==> config.mk <==
export PLATFORM = sky130hd
export DESIGN_NAME = uac_fifo_rd_ctrl
export DESIGN_NICKNAME = d
export VERILOG_FILES = /design/src/rtl/uac_fifo_pkg.sv /design/src/rtl/uac_sat_cnt.sv /design/src/rtl/uac_fifo_rd_ctrl.sv
export SDC_FILE = /design/constraint.sdc
export NUM_CORES = 1
export LEC_CHECK = 0
export ABC_CLOCK_PERIOD_IN_PS = 5200
export CORE_MARGIN = 10
export CORE_UTILIZATION = 51
export DETAILED_ROUTE_END_ITERATION = 10
export GPL_TIMING_DRIVEN = 0
export PLACE_DENSITY_LB_ADDON = 0.25
export SYNTH_ARGS = -nofsm -noshare
export SYNTH_HDL_FRONTEND = slang
export SYNTH_HIERARCHICAL = 1
export SYNTH_SLANG_ARGS = --single-unit
==> constraint.sdc <==
create_clock -name RdClock -period 5.2 [get_ports RdClock]
set_clock_uncertainty 0.2 [all_clocks]
set_input_delay 1.56 -clock RdClock [delete_from_list [all_inputs] [get_ports RdClock]]
set_output_delay 1.56 -clock RdClock [all_outputs]
set_load 0.01 [all_outputs]
==> src/rtl/uac_fifo_pkg.sv <==
// Shared types for the audio FIFO read-side sequencer.
// FIFO_DRIFT_SKIP_EN adds the drift-skip states.
package uac_fifo_pkg;

    // Fewest words that must be visible before a stereo pair may be popped.
    localparam int MIN_FILL = 2;

    typedef enum logic [3:0] {
        IDLE,
        PRIME,
        RUN,
        POP_L,
        SETTLE1,
        POP_R,
        SETTLE2
`ifdef FIFO_DRIFT_SKIP_EN
        ,
        SKIP_L,
        SKIP_S1,
        SKIP_R,
        SKIP_S2
`endif
    } state_t;

endpackage

==> src/rtl/uac_sat_cnt.sv <==
// Saturating event counter: holds at all ones, cleared only by reset.
module uac_sat_cnt #(
    parameter int CNT_W = 16
) (
    input  logic             clk_i,
    input  logic             rst_i,
    input  logic             inc_i,
    output logic [CNT_W-1:0] cnt_o
);

    logic [CNT_W-1:0] cnt_q, cnt_d;

    always_comb begin
        cnt_d = cnt_q;
        if (inc_i && (cnt_q != '1))
            cnt_d = cnt_q + CNT_W'(1);
    end

    always_ff @(posedge clk_i or posedge rst_i) begin
        if (rst_i)
            cnt_q <= '0;
        else
            cnt_q <= cnt_d;
    end

    assign cnt_o = cnt_q;

endmodule

==> src/rtl/uac_fifo_rd_ctrl.sv <==
// Audio FIFO read sequencer: primes, pops L/R pairs per I2S request, mutes on underrun.
// Build with FIFO_DRIFT_SKIP_EN to drop a pair when the fill level runs high.
module uac_fifo_rd_ctrl
    import uac_fifo_pkg::*;
#(
    parameter int DSIZE     = 32,
    parameter int ASIZE     = 6,
    parameter int PRIME_LVL = 32,
    parameter int SKIP_LVL  = 56,
    parameter int CNT_W     = 16
) (
    input  logic             RdClock,
    input  logic             RPReset,
    input  logic             enable,
    input  logic             sample_req,
    input  logic [DSIZE-1:0] fifo_q,
    input  logic [ASIZE:0]   fifo_rd_num,
    output logic             fifo_rd_en,
    output logic [DSIZE-1:0] left_data,
    output logic [DSIZE-1:0] right_data,
    output logic             sample_valid,
    output logic             playing,
    output logic [CNT_W-1:0] underrun_cnt,
    output logic [CNT_W-1:0] skip_cnt
);

`ifdef FIFO_DRIFT_SKIP_EN
    localparam bit SKIP_EN = 1'b1;
`else
    localparam bit SKIP_EN = 1'b0;
`endif

    localparam logic [ASIZE:0] MIN_NUM   = (ASIZE+1)'(MIN_FILL);
    localparam logic [ASIZE:0] PRIME_NUM = (ASIZE+1)'(PRIME_LVL);
    localparam logic [ASIZE:0] SKIP_NUM  = (ASIZE+1)'(SKIP_LVL);

    state_t           state_q, state_d;
    logic [DSIZE-1:0] hold_q, hold_d;
    logic [DSIZE-1:0] left_q, left_d;
    logic [DSIZE-1:0] right_q, right_d;
    logic             valid_q, valid_d;

    logic fill_ok, req_run, underrun_evt, skip_evt, mute_evt;

    assign fill_ok      = (fifo_rd_num >= MIN_NUM);
    assign req_run      = (state_q == RUN) && sample_req && enable;
    assign underrun_evt = req_run && !fill_ok;
    assign skip_evt     = req_run && SKIP_EN && (fifo_rd_num >= SKIP_NUM);
    // A request in RUN with enable already low gets silence, not a pop.
    assign mute_evt     = sample_req &&
                          ((state_q == IDLE) || (state_q == PRIME) ||
                           ((state_q == RUN) && !(enable && fill_ok)));

    always_ff @(posedge RdClock or posedge RPReset) begin
        if (RPReset)
            state_q <= IDLE;
        else
            state_q <= state_d;
    end

    always_comb begin
        state_d = state_q;
        unique case (state_q)
            IDLE:    if (enable) state_d = PRIME;
            PRIME: begin
                if (!enable)
                    state_d = IDLE;
                else if (fifo_rd_num >= PRIME_NUM)
                    state_d = RUN;
            end
            RUN: begin
                if (!enable)
                    state_d = IDLE;
                else if (sample_req) begin
                    if (!fill_ok)
                        state_d = PRIME;
`ifdef FIFO_DRIFT_SKIP_EN
                    else if (skip_evt)
                        state_d = SKIP_L;
`endif
                    else
                        state_d = POP_L;
                end
            end
            POP_L:   state_d = SETTLE1;
            SETTLE1: state_d = POP_R;
            POP_R:   state_d = SETTLE2;
            SETTLE2: state_d = enable ? RUN : IDLE;
`ifdef FIFO_DRIFT_SKIP_EN
            SKIP_L:  state_d = SKIP_S1;
            SKIP_S1: state_d = SKIP_R;
            SKIP_R:  state_d = SKIP_S2;
            SKIP_S2: state_d = POP_L;
`endif
            default: state_d = IDLE;
        endcase
    end

    always_comb begin
        fifo_rd_en = 1'b0;
        playing    = 1'b1;
        case (state_q)
            IDLE, PRIME: playing    = 1'b0;
            POP_L, POP_R: fifo_rd_en = 1'b1;
`ifdef FIFO_DRIFT_SKIP_EN
            SKIP_L, SKIP_R: fifo_rd_en = 1'b1;
`endif
            default: fifo_rd_en = 1'b0;
        endcase
    end

    // Left is parked in hold_q so both channels change in the same cycle.
    always_comb begin
        hold_d  = hold_q;
        left_d  = left_q;
        right_d = right_q;
        valid_d = 1'b0;
        if (state_q == POP_L)
            hold_d = fifo_q;
        if (state_q == POP_R) begin
            left_d  = hold_q;
            right_d = fifo_q;
            valid_d = 1'b1;
        end else if (mute_evt) begin
            left_d  = '0;
            right_d = '0;
            valid_d = 1'b1;
        end
    end

    always_ff @(posedge RdClock or posedge RPReset) begin
        if (RPReset) begin
            hold_q  <= '0;
            left_q  <= '0;
            right_q <= '0;
            valid_q <= 1'b0;
        end else begin
            hold_q  <= hold_d;
            left_q  <= left_d;
            right_q <= right_d;
            valid_q <= valid_d;
        end
    end

    assign left_data    = left_q;
    assign right_data   = right_q;
    assign sample_valid = valid_q;

    uac_sat_cnt #(.CNT_W(CNT_W)) u_underrun_cnt (
        .clk_i (RdClock),
        .rst_i (RPReset),
        .inc_i (underrun_evt),
        .cnt_o (underrun_cnt)
    );

    uac_sat_cnt #(.CNT_W(CNT_W)) u_skip_cnt (
        .clk_i (RdClock),
        .rst_i (RPReset),
        .inc_i (skip_evt),
        .cnt_o (skip_cnt)
    );

endmodule

-- Word level (Yosys, flattened, before mapping)
Cells that the tools add are included.
- output and inout bits: 99
- bits in registers: 117
- input bits: 43
- word-level logic and storage cells: 50
- eq/ne operators: 10
- $lt $le $gt $ge: 2
- reduce and logical (&&, ||, !) cells: 16
- add/subtract/negate cells: 1
- muxes and demuxes: 15
- operators with widths (cell ; count):
    $mux W32 ; 3
    $pmux W4 S7 ; 1
    $mux W4 ; 5
    $add A16 B1 Y16 const B ; 1
    $ne A16 B16 Y1 const B ; 1
    $eq A4 B3 Y1 const B ; 3
    $eq A4 B2 Y1 const B ; 2
    $ge A7 B2 Y1 const B ; 1
    $ge A7 B6 Y1 const B ; 1
    $logic_and A1 B1 Y1 ; 7
    $eq A4 B1 Y1 const B ; 1
    $logic_not A4 Y1 ; 1
    $mux W1 ; 4
    $mux W2 ; 2
    $reduce_or A2 Y1 ; 2
    $ne A3 B2 Y1 const B ; 1
    $ne A3 B3 Y1 const B ; 1
    $reduce_and A3 Y1 ; 1
    $logic_not A1 Y1 ; 2
    $logic_or A1 B1 Y1 ; 2
    $ne A2 B2 Y1 const B ; 1
    $reduce_bool A2 Y1 ; 1

-- Logic depth before layout (Yosys ltp)
- depth in word-level cells: 8
- gate-level depth with buffers: 7
- mapped depth without buffers: 7

-- By module
Netlist, hierarchy kept.
- by module, submodules not included (module ; cells an instance ; sequential area each (sq um) ; instances ; area each (sq um)):
    uac_fifo_rd_ctrl ; 451 ; 2502.4 ; 1 ; 4842.1
    uac_sat_cnt ; 71 ; 400.4 ; 2 ; 805.8

-- Least setup slack after synthesis
No wires, ideal clock.
- path type: input -> register
- from: input fifo_rd_num[1]
- to: register u_underrun_cnt.cnt_q[14] (netlist: u_underrun_cnt/cnt_o[14])
- data required time: 4.875 ns
- data arrival time: 3.470 ns
- path slack: 1.405 ns
- cell stages on the path: 7
- library setup time: 0.125 ns
- path through: or4_4 > nor4b_1 > and3_1 > and4_1 > nand3_1 > nor2_1 > mux2_2
- longest elaborated chain between the ends: 4
- ends and longest elaborated chain (what ; line ; text):
    start: declaration ; uac_fifo_rd_ctrl.sv:17 ; input logic [ASIZE:0] fifo_rd_num,
    $ge A7 B2 Y1 ; uac_fifo_rd_ctrl.sv:45 ; assign fill_ok = (fifo_rd_num >= MIN_NUM);
    $logic_not A1 Y1 ; - ;
    $logic_and A1 B1 Y1 ; uac_fifo_rd_ctrl.sv:47 ; assign underrun_evt = req_run && !fill_ok;
    named net underrun_evt ; uac_fifo_rd_ctrl.sv:43 ; logic fill_ok, req_run, underrun_evt, skip_evt, mute_evt;
    $logic_and A1 B1 Y1 ; uac_sat_cnt.sv:15 ; if (inc_i && (cnt_q != '1))
    end signal: assignment ; uac_sat_cnt.sv:23 ; cnt_q <= cnt_d;
    end: declaration ; uac_sat_cnt.sv:11 ; logic [CNT_W-1:0] cnt_q, cnt_d;
The timed path passes the listed nets, and every way through them passes these cells.
A chain may end at the register's enable or synchronous reset.

-- Final worst setup path
Ends and elaborated chain as after synthesis.

==> flow_summary.toml <==
[run_status]
status = "finished clean"

[yosys]
synthTopCellsByArea = "dfrtp_1 51%, o221ai_2 12%, nand2_1 8.3%"
synth_area_leader_cell = "dfrtp_1"
synth_edf_count = 0
synth_ff_type = "dfrtp_1"
yosys.cell_count.top_type = "nand2_1"
synthTopCellsByCount = "143 x nand2_1, 132 x dfrtp_1, 68 x inv_1"
synth-seq-cells = 132
async_flop_share = 1.00
syn_inst = 593
yosysUniqueCellTypes = 40
synth_top_area_share = 0.512
syn-cell-area_mm2 = 0.00645
avgSynthCellArea_um2 = 10.9
yosys_warnings = 6
ys_seq_area_frac = 0.512

[route]
final_antenna_net_count = 0
wl_um = 16300
vias = 5057
drt-initial-drc-count = 278
drc = 0
wl_per_cell_um = 17.3
via_per_inst = 5.36
drt_pass1_iterations = 4

[global_route]
grt_use_total = 0.189
grt_pass1_wl_um = 27200
grt_pass1_vias = 5278
overflow = 0
grt_max_degree = 59
antenna_found_initial = 0

[critical_path]
start_kind = "primary input"
worst-path-max-fanout = 6
endpoint_kind = "register"
r2r_end = "u_underrun_cnt/cnt_o[14]"
slowest_delay_ns = 0.54
required_ns = 5.29
rrSetupSlack_ns = 2.88
rr_worst_depth = 7
slowest_stage = "or4_4"
path_cells = "clkdlybuf4s50_1 > or4_4 > nor4b_1 > and3_1 > and4_1 > nand3_1 > nor2_1 > mux2_2"
arrival_ns = 4.19
r2r_start = "state_q[0]"
path_class = "primary input to register"

[sta]
finalCritPeriodShare = 0.788
max-slew-margin-rel = 0.513
fmax_mhz = 244
setup_ws_ns = 1.10
setup_viol = 0
slew_violations = 0
grt_setup_unrepaired = "no"
worst_pin_slew_ns = 0.730
hold_viol = 0
period_minus_slack_ns = 4.10

[cells_and_area]
nNetsFinal = 803
diodes = 0
area_growth_pct = 35.2
design_area_mm2 = 0.00872
layout-drive-gt1-share = 0.200

[clocking]
cts_hold_buf = 0
clk_latency_ns = 0.41
cts_resized = 0
path_clk_slew_ns = 0.06
cts_root_buf = "clkbuf_16"
htreeDepth = 4
cts_setup_buffers = 0
numCtsBuffers = 17
clock_sinks = 132
max-clock-path-buffers = 2
cts_tree = "done"

[floorplan]
die_w_um = 132
dieHeight_um = 132
coreArea_mm2 = 0.0125
initial_utilization = 0.516
die_area_mm2 = 0.0176
std_cell_rows = 41
ios = 142

[flow_run]
drv_cap = 0

[power]
switching_share = 0.327
internal_power_w = 0.00320
comb_power_share = 0.373
p_sw_w = 0.00156
p_leak_nw = 3.56
p_clk_frac = 0.258
pwr-share-seq = 0.369
peakVddDrop_v = 0.000300
power_density_mw_per_mm2 = 546

[place]
hpwl_um = 12000
place_worst_setup_slack_ns = 0.711
port_buffers = 140
placed_area_mm2 = 0.00811
gp_congestion = 0.825

[hold_path]
hp-start = "hold_q[31]"
hold_path_class = "register to register"
min_to = "left_data[31]"
hold_path_depth = 2
[kinds of logic (layout without fill, tap and decap cells)]
family / after synthesis / after routing / share of synthesized area
adder cells (fa/ha/maj): 2 / 2 / 0.00388
buffers and inverters: 101 / 274 / 0.0710
XOR/XNOR: 22 / 22 / 0.0299
flip-flops: 132 / 132 / 0.512
multiplexers: 39 / 39 / 0.0675
other: 1 / 6 / 0.000581
AND/OR/NAND/NOR: 218 / 218 / 0.167
AO/OA/AOI/OAI: 78 / 78 / 0.148
[critical path, delay by kind of cell]
family	cells	cell delay (ns)
simple gates	6	1.89
mux	1	0.34
buf+inv	1	0.40
[power groups by stage]
stage | Clock, W | Sequential, W | Combinational [W]
4_1_cts | 0.00124 | 0.00175 | 0.00181
6_report | 0.00123 | 0.00175 | 0.00178
2_1_floorplan | 0 | 0.00183 | 0.000855
3_5_place_dp | 0 | 0.00177 | 0.00180
5_1_grt | 0.00130 | 0.00182 | 0.00193
3_3_place_gp | 0 | 0.00174 | 0.00174
[state kept, by name, indices dropped and copies added, names as in the netlist]
signal	flops
u_skip_cnt/cnt_o	16
hold_q	32
state_q	3
u_underrun_cnt/cnt_o	16
sample_valid	1
right_data	32
left_data	32
[cell type report]
class                   instances  area [um2]
clock buffers                  23         488
well taps                     172         215
fillers                       994        3790
repair buffers                141        1420
plain buffers                  33         203
inverters                      68         258
flip-flops and latches        132        3300
clock inverters                 9         125
multi-input cells             365        2710
[through the flow]
stage                     hold slack, ns  utilization  setup TNS, ns  cells  power (W)
final                              0.281        0.697              0    943    0.00476
after global routing               0.304        0.697              0    943    0.00504
after CTS                          0.280        0.697              0    943    0.00480
after detailed placement           0.269        0.648              0    911    0.00356
after global placement             0.257        0.646         -68.29    910    0.00348
after floorplan                    0.250            -              0    598    0.00268
[routing by layer]
metal	wire length (um)	vias to the layer above	track usage
met4	263	0	0.0623
li1	-	2378	-
met2	8040	145	0.306
met1	6810	2512	0.230
met3	1220	22	0.0670
met5	0	-	0
[cell usage in the layout, fill, tap and decap left out, types with 3 or more instances in the layout]
master / count
o21a_1: 3
and2_1: 3
o21ai_0: 4
and4_1: 6
buf_8: 5
nand4_1: 10
xnor2_1: 22
dfrtp_1: 132
a21oi_1: 5
nand3_1: 15
buf_1: 8
nor2_1: 8
bufinv_16: 3
nand2_1: 143
clkinv_2: 4
clkdlybuf4s50_1: 140
o221ai_1: 14
clkbuf_1: 6
conb_1: 6
buf_2: 15
mux2i_1: 3
clkbuf_16: 17
o221ai_2: 50
mux2_2: 36
clkbuf_8: 4
and3_1: 9
inv_1: 67
[worst max path at each step]
stage / from / to / slack (ns) / cells past startpoint
after floorplan: RPReset / hold_q[0] / 0.82 / 1
after global placement: RPReset / right_data[13] / -0.69 / 2
after detailed placement: fifo_rd_num[1] / u_underrun_cnt/cnt_o[14] / 0.71 / 8
after CTS: state_q[1] / fifo_rd_en / 1.13 / 5
after global routing: fifo_rd_num[1] / u_underrun_cnt/cnt_o[14] / 0.97 / 8
final: fifo_rd_num[1] / u_underrun_cnt/cnt_o[14] / 1.10 / 8
No activity file was read; power rests on OpenSTA's default activity.
==> variant, RTL diff (same settings) <==
Reset style: synchronous (`RPReset` and `rst_i`), changed in 3 clocked blocks.
--- a/src/rtl/uac_sat_cnt.sv
+++ b/src/rtl/uac_sat_cnt.sv
@@ -18,3 +18,3 @@
 
-    always_ff @(posedge clk_i or posedge rst_i) begin
+    always_ff @(posedge clk_i) begin
         if (rst_i)
--- a/src/rtl/uac_fifo_rd_ctrl.sv
+++ b/src/rtl/uac_fifo_rd_ctrl.sv
@@ -53,3 +53,3 @@
 
-    always_ff @(posedge RdClock or posedge RPReset) begin
+    always_ff @(posedge RdClock) begin
         if (RPReset)
@@ -130,3 +130,3 @@
 
-    always_ff @(posedge RdClock or posedge RPReset) begin
+    always_ff @(posedge RdClock) begin
         if (RPReset) begin
Behaviour: differs if RPReset is asserted again (counterexample within 4 cycles, from zero or initial values and one cycle with RPReset high); with RPReset held inactive, the same outputs for 10 cycles.
==> variant against the unedited design <==
Routed wire length down 12%; synthesized area down 22%; die area down 19%; utilization up 4.9 points; critical path depth down 4; cell area down 17%; final cell count down 11%; fmax up 3.9%; largest cell class unchanged; sequential cell count unchanged; worst setup slack better by 150 ps; via count down 7.7%; synthesized cell count down 12%.
Power is not compared: it rests on default switching activity, and its combinational part moved more than twofold at a synthesized area within 25%.
==> variant: results <==
[outcome]
status = "completed"

[route]
met2WireLength_mm = 7.60
dr_wl_met3_um = 803
drt_iter0_markers = 336

[grt]
use_met3 = 0.0572
grt_pass1_wl_mm = 23.7
met1_usage = 0.219
grt_pass1_vias = 4698
grt_start_max_net_pins = 17

[setup_path]
r2r_setup_slack_ps = 2290
worstPathArrival_ps = 2190
reg2reg_to = "u_underrun_cnt/cnt_o[15]"
max_stage_delay_ps = 610
slowest_stage = "clkdlybuf4s50_1"
critical_path.endpoint = "fifo_rd_en"
crit_family = "buffers and inverters"

[yosys]
ys_seq_area_frac = 0.527
async_flop_share = 0
synth_compound_area_frac = 0.217
synth_xor_area_frac = 0.00699
synth_mux_area_frac = 0.00849

[clock_network]
root_buffer = "clkbuf_8"
clk_latency_ps = 510

[placement]
routabilityCongestion = 0.883
placed_area_um2 = 6600
place_hpwl_mm = 10.5

[final_layout]
fin_area_um2 = 7230
n_fill_cell = 708
-- variant: worst min-delay path by stage --
stage                    start  cells after the start          to  slack, ps
CTS                 hold_q[30]                      2  hold_q[30]        250
finish               hold_q[3]                      2   hold_q[3]        250
floorplan            hold_q[0]                      2   hold_q[0]        240
global route        hold_q[30]                      2  hold_q[30]        270
detailed placement  hold_q[30]                      2  hold_q[30]        250
global placement     hold_q[3]                      2   hold_q[3]        240
-- variant: layout make-up --
| class | instances | area [um2] | share of cell area |
|---|---|---|---|
| buffer | 34 | 150 | 0.0208 |
| tap | 133 | 166 | 0.0230 |
| clock inverter | 14 | 200 | 0.0277 |
| timing repair buffer | 140 | 1400 | 0.194 |
| inverter | 7 | 26.3 | 0.00364 |
| multi-input combinational | 357 | 2210 | 0.306 |
| clock buffer | 18 | 428 | 0.0592 |
| sequential | 132 | 2640 | 0.366 |
